[config.mk]
export PLATFORM = sky130hd
export DESIGN_NAME = sqnc_detect_ctrl
export DESIGN_NICKNAME = d
export VERILOG_FILES = /design/src/rtl/sqnc_pkg.sv /design/src/rtl/pattern_window.sv /design/src/rtl/sqnc_detect_ctrl.sv
export SDC_FILE = /design/constraint.sdc
export NUM_CORES = 1
export LEC_CHECK = 0
export ABC_CLOCK_PERIOD_IN_PS = 3600
export CAP_MARGIN = 30
export CELL_PAD_IN_SITES_DETAIL_PLACEMENT = 1
export CELL_PAD_IN_SITES_GLOBAL_PLACEMENT = 1
export CORE_MARGIN = 3
export CORE_UTILIZATION = 41
export CTS_CLUSTER_DIAMETER = 150
export DETAILED_ROUTE_END_ITERATION = 10
export PLACE_DENSITY = 0.82
export RECOVER_POWER = 25
export SLEW_MARGIN = 10
export SYNTH_ARGS = -nofsm -noshare
export SYNTH_HDL_FRONTEND = slang
export SYNTH_HIERARCHICAL = 1
export SYNTH_SLANG_ARGS = --single-unit
[constraint.sdc]
create_clock -name clk -period 3.6 [get_ports clk]
set_clock_uncertainty 0.2 [all_clocks]
set_input_delay 0.36 -clock clk [delete_from_list [all_inputs] [get_ports clk]]
set_output_delay 0.36 -clock clk [all_outputs]
set_load 0.03 [all_outputs]
[src/rtl/sqnc_pkg.sv]
// rtl/sqnc_pkg.sv - shared state encoding and configuration defaults for sqnc_detect_ctrl
package sqnc_pkg;

    localparam logic [2:0] ST_IDLE_OH  = 3'b001;
    localparam logic [2:0] ST_SHIFT_OH = 3'b010;
    localparam logic [2:0] ST_DONE_OH  = 3'b100;

    typedef enum logic [2:0] {
        S_IDLE  = ST_IDLE_OH,
        S_SHIFT = ST_SHIFT_OH,
        S_DONE  = ST_DONE_OH
    } state_t;

    localparam int           PAT_W_DEF   = 5;
    localparam logic [4:0]   PAT_DEF_C   = 5'b10111;
    localparam logic         OVERLAP_DEF = 1'b1;

endpackage

[src/rtl/pattern_window.sv]
// rtl/pattern_window.sv - serial pattern-match window: bit history, fill counter, comparator
module pattern_window #(
    parameter int PAT_W = 5
) (
    input  logic             clk,
    input  logic             rst,
    input  logic             i_clear,
    input  logic             i_bit,
    input  logic             i_bit_vld,
    input  logic [PAT_W-1:0] i_pattern,
    input  logic             i_overlap,
    output logic             o_match
);

    localparam int                FILL_W = $clog2(PAT_W);
    localparam logic [FILL_W-1:0] FULL   = FILL_W'(PAT_W - 1);

    logic [PAT_W-2:0]  r_hist;
    logic [FILL_W-1:0] r_fill;
    logic [PAT_W-1:0]  w_window;

    assign w_window = {r_hist, i_bit};
    assign o_match  = i_bit_vld && (r_fill == FULL) && (w_window == i_pattern);

    // Non-overlapping mode restarts the fill so the next hit needs PAT_W fresh bits.
    always_ff @(posedge clk or posedge rst) begin
        if (rst) begin
            r_hist <= '0;
            r_fill <= '0;
        end else if (i_clear) begin
            r_hist <= '0;
            r_fill <= '0;
        end else if (i_bit_vld) begin
            r_hist <= w_window[PAT_W-2:0];
            if (o_match && !i_overlap) begin
                r_fill <= '0;
            end else if (r_fill != FULL) begin
                r_fill <= r_fill + FILL_W'(1);
            end
        end
    end

endmodule

[src/rtl/sqnc_detect_ctrl.sv]
// rtl/sqnc_detect_ctrl.sv - word-to-serial sequencer driving a pattern detector, with per-word match count
module sqnc_detect_ctrl
    import sqnc_pkg::*;
#(
    parameter int               DATA_W  = 16,
    parameter int               PAT_W   = 5,
    parameter logic [PAT_W-1:0] PAT_DEF = PAT_DEF_C,
    parameter int               CNT_W   = 5
) (
    input  logic              clk,
    input  logic              rst,
    input  logic              cfg_we,
    input  logic [PAT_W-1:0]  cfg_pat,
    input  logic              cfg_overlap,
    input  logic              in_valid,
    input  logic [DATA_W-1:0] in_data,
    output logic              in_ready,
    output logic              bit_out,
    output logic              bit_vld,
    output logic              match,
    output logic              done,
    output logic [CNT_W-1:0]  match_cnt,
    output logic              busy
);

    localparam int               IDX_W   = $clog2(DATA_W);
    localparam logic [CNT_W-1:0] CNT_MAX = '1;

    state_t              r_state, w_state_nxt;
    logic [DATA_W-1:0]   r_shreg;
    logic [IDX_W-1:0]    r_idx;
    logic [CNT_W-1:0]    r_cnt, r_match_cnt, w_cnt_nxt;
    logic [PAT_W-1:0]    r_pat;
    logic                r_overlap;
    logic                w_accept, w_cfg_load, w_last;

    assign w_accept   = in_valid && in_ready;
    assign w_cfg_load = cfg_we && (r_state == S_IDLE);
    assign w_last     = (r_state == S_SHIFT) && (r_idx == IDX_W'(DATA_W - 1));
    assign w_cnt_nxt  = (match && (r_cnt != CNT_MAX)) ? r_cnt + CNT_W'(1) : r_cnt;
    assign bit_out    = r_shreg[DATA_W-1];
    assign match_cnt  = r_match_cnt;

    always_comb begin
        w_state_nxt = r_state;
        in_ready    = 1'b0;
        bit_vld     = 1'b0;
        done        = 1'b0;
        busy        = 1'b0;
        case (r_state)
            S_IDLE: begin
                in_ready = 1'b1;
                if (w_accept) w_state_nxt = S_SHIFT;
            end
            S_SHIFT: begin
                bit_vld = 1'b1;
                busy    = 1'b1;
                if (w_last) w_state_nxt = S_DONE;
            end
            S_DONE: begin
                done        = 1'b1;
                busy        = 1'b1;
                w_state_nxt = S_IDLE;
            end
            default: w_state_nxt = S_IDLE;
        endcase
    end

    // match_cnt is published on the last bit so it is already valid alongside done.
    always_ff @(posedge clk or posedge rst) begin
        if (rst) begin
            r_state     <= S_IDLE;
            r_shreg     <= '0;
            r_idx       <= '0;
            r_cnt       <= '0;
            r_match_cnt <= '0;
            r_pat       <= PAT_DEF;
            r_overlap   <= OVERLAP_DEF;
        end else begin
            r_state <= w_state_nxt;
            if (w_cfg_load) begin
                r_pat     <= cfg_pat;
                r_overlap <= cfg_overlap;
            end
            if (w_accept) begin
                r_shreg <= in_data;
                r_idx   <= '0;
                r_cnt   <= '0;
            end else if (bit_vld) begin
                r_shreg <= {r_shreg[DATA_W-2:0], 1'b0};
                r_idx   <= r_idx + IDX_W'(1);
                r_cnt   <= w_cnt_nxt;
                if (w_last) r_match_cnt <= w_cnt_nxt;
            end
        end
    end

    pattern_window #(.PAT_W(PAT_W)) u_window (
        .clk       (clk),
        .rst       (rst),
        .i_clear   (w_cfg_load),
        .i_bit     (bit_out),
        .i_bit_vld (bit_vld),
        .i_pattern (r_pat),
        .i_overlap (r_overlap),
        .o_match   (match)
    );

endmodule

==> run_results.csv <==
group,metric,value,unit
timing,worstMarginPinSlew,1.511,ns
routing,viasPerCell,5.232,
routing,wl_per_cell,16.42,microns
status,violations,"capacitance limit, slew limit",
die,die_w,79.75,microns
yosys,async_flop_share,1.000,
clocking,htreeDepth,2,
worst_setup_path,crit_chain,"or3b_4 -> inv_1 -> buf_4 -> or2_2 -> clkdlybuf4s50_1",
global_route,grt_max_degree,30,
placement,dp_hpwl,3684,microns
timing,finalCritPeriodShare,0.8633,
pwr,pwr-share-clk,0.167,
global_route,antenna_found_initial,0,
finish,syn_to_final_growth,21.49,%
timing,finalSetupTns,0,ns
clocking,cts_tree,"done",
timing,setup_viol,0,
timing,max_freq,0.3218,GHz
finish,final_common_cell,"dfrtp_1",
finish,layout_common_cells,"dfrtp_1 (40), clkdlybuf4s50_1 (34), nand2_1 (21)",
yosys,synthDistinctLibCells,39,
yosys,ys_seq_area_frac,0.5196,
placement,gp_congestion,0.7849,
die,pin_count,37,
die,start_util,0.4311,
timing,maxSlewHeadroom,-0.007470,
status,status,"finished, violations left",
pwr,p_leak,1.207,nW
hold_path,worst_hold_path_type,"input pin to async pin",
clocking,cts-buffers-inserted,5,
yosys,synth_edf_count,0,
die,core_area,5172,sq um
worst_setup_path,end_kind,"output pin",
global_route,grt-ovfl-total,0,
pwr,p_seq_frac,0.462,
routing,drc,0,
pwr,switchingPower,681.1,uW
finish,final_area,2709,sq um
yosys,syn_area,2230,sq um
pwr,intPower,1.156,mW
routing,drt-total-wl,5157,microns
placement,numPortBuffers,36,
worst_setup_path,cp_max_fo,27,
yosys,synth_cells,210,
clocking,ctsResizeCount,0,
clocking,clockBufferDepth,2,
clocking,path_clk_slew,0.08,ns
pwr,powerDensity,678.3,nW/um^2
yosys,synth_nets,241,
worst_setup_path,startpoint_type,"register",
finish,nNetsFinal,274,
routing,via_count,1643,
finish,nFillCells,583,
worst_setup_path,cp.required,3.04,ns
die,dieArea,6359,sq um
clocking,root_buffer,"clkbuf_8",
yosys,ys.flop_type,"dfrtp_1",
clocking,clock_sinks,46,
clocking,post-cts-setup-buffers,0,
worst_setup_path,critPathSlowestCell,"clkdlybuf4s50_1",
finish,drive_above_1_share,0.1148,
yosys,synth-seq-cells,46,
pwr,combPwrFrac,0.370,
global_route,grt_pass1_vias,1754,
job,max_cap_violations,1,
routing,drt-pass1-iter-count,4,
timing,slew_violations,30,
yosys,yosysWarnings,6,
timing,period_minus_slack,3.108,ns
clocking,cts_hold_buffers,0,
timing,rsz0062_at_grt,"no",
die,num_rows,26,
pwr,p_sw_frac,0.3707,
die,fp.dieH,79.75,microns
worst_setup_path,arrival,2.55,ns
finish,antenna_cells,0,
yosys,syn_avg_cell_area,10.62,sq um
worst_setup_path,cpPeakStageDelay,0.66,ns
global_route,grt_usage,0.1816,
routing,ant_nets,0,
worst_setup_path,worstSetupPathType,"register to output pin",
routing,drt_iter0_markers,95,
clocking,clock_latency,0.31,ns
global_route,grt_first_pass_wirelength,8528,microns
timing,hold_viol,0,
pwr,ir_drop,0.3214,mV
placement,placed_area,2630,sq um
worst_setup_path,reg2reg_slack,0.51,ns
[through the flow]
stage / power [mW] / setup slack (ns) / instances / utilization / hold WS, ns
floorplan: 1.337 / 0.09306 / 210 / - / -0.03660
global placement: 1.506 / 0.6925 / 306 / 0.5085 / 0.2861
detailed placement: 1.550 / 0.5068 / 306 / 0.5085 / 0.2970
CTS: 1.868 / 0.4767 / 314 / 0.5244 / 0.1195
global route: 1.977 / 0.2059 / 314 / 0.5237 / 0.2665
finish: 1.837 / 0.4921 / 314 / 0.5237 / 0.2502
[final timing paths]
path,startpoint,end,depth (start not counted)
max in group asynchronous,rst,r_cnt[4]$_DFFE_PP0P_,3
min in group clk,r_shreg[0]$_DFFE_PP0P_,r_shreg[1]$_DFFE_PP0P_,2
min reg2reg,r_shreg[0]$_DFFE_PP0P_,r_shreg[1]$_DFFE_PP0P_,2
max reg2reg,r_state[2]$_DFFE_PP0P_,r_cnt[1]$_DFFE_PP0P_,7
max,r_state[2]$_DFFE_PP0P_,busy,5
min,rst,u_window/r_fill[2]$_DFFE_PP0P_,2
[power groups by stage]
stage | sequential, mW | combinational [mW] | clock [mW]
finish | 0.850 | 0.680 | 0.308
global route | 0.873 | 0.765 | 0.339
CTS | 0.851 | 0.699 | 0.319
detailed placement | 0.859 | 0.692 | 0
global placement | 0.843 | 0.662 | 0
floorplan | 0.827 | 0.510 | 0
[per-layer routing]
metal	track usage	vias to the layer above	wire, microns
met2	0.3122	40	2613
met4	0.08615	0	60
met3	0.03386	6	207
li1	-	789	-
met5	0	-	0
met1	0.2185	808	2275
[synthesized netlist by cell type, types with 3 or more instances]
library cell,instances,share of area
dfrtp_1,40,0.45
nand2_1,21,0.035
o21ai_0,20,0.045
mux2i_1,16,0.072
inv_1,14,0.024
a21oi_1,8,0.018
nor2_1,8,0.013
clkbuf_1,7,0.012
mux2_2,7,0.035
a31oi_1,6,0.017
dfstp_2,6,0.071
xnor2_1,6,0.024
a22oi_1,5,0.017
ha_1,5,0.028
nand3_1,4,0.0090
buf_2,3,0.0067
nand2b_1,3,0.0084
or3_1,3,0.0084
[cell families (layout without fill, tap and decap cells)]
family	count (synthesis)	in the layout	share of synthesized area
AO/OA/AOI/OAI	48	48	0.1364
XOR/XNOR	8	8	0.03143
adder cells (fa/ha/maj)	5	5	0.02806
buffers and inverters	27	61	0.05387
flip-flops	46	46	0.5196
multiplexers	23	23	0.1072
AND/OR/NAND/NOR	53	53	0.1235
[registers in the layout (all words and copies together) (netlist names)]
register,cells
match_cnt,5
r_cnt,5
r_shreg,16
r_idx,4
u_window/r_fill,3
r_overlap,1
u_window/r_hist,4
r_pat,5
r_state,3
[layout make-up]
type,instances,area [sq um],area share
Tap cell,70,87.58,0.03233
Inverter,14,52.55,0.01940
Clock inverter,2,10.01,0.003695
Sequential cell,46,1159,0.4277
Clock buffer,6,72.57,0.02679
Timing Repair Buffer,39,376.6,0.1390
Multi-Input combinational cell,137,950.9,0.3510
[critical path, delay by kind of cell (launching register included)]
family / cells / cell delay (ns)
buffers and inverters: 3 / 1.11
DFF: 1 / 0.41
and+or+nand+nor: 2 / 0.72
Power figures use the tool's default switching activity.
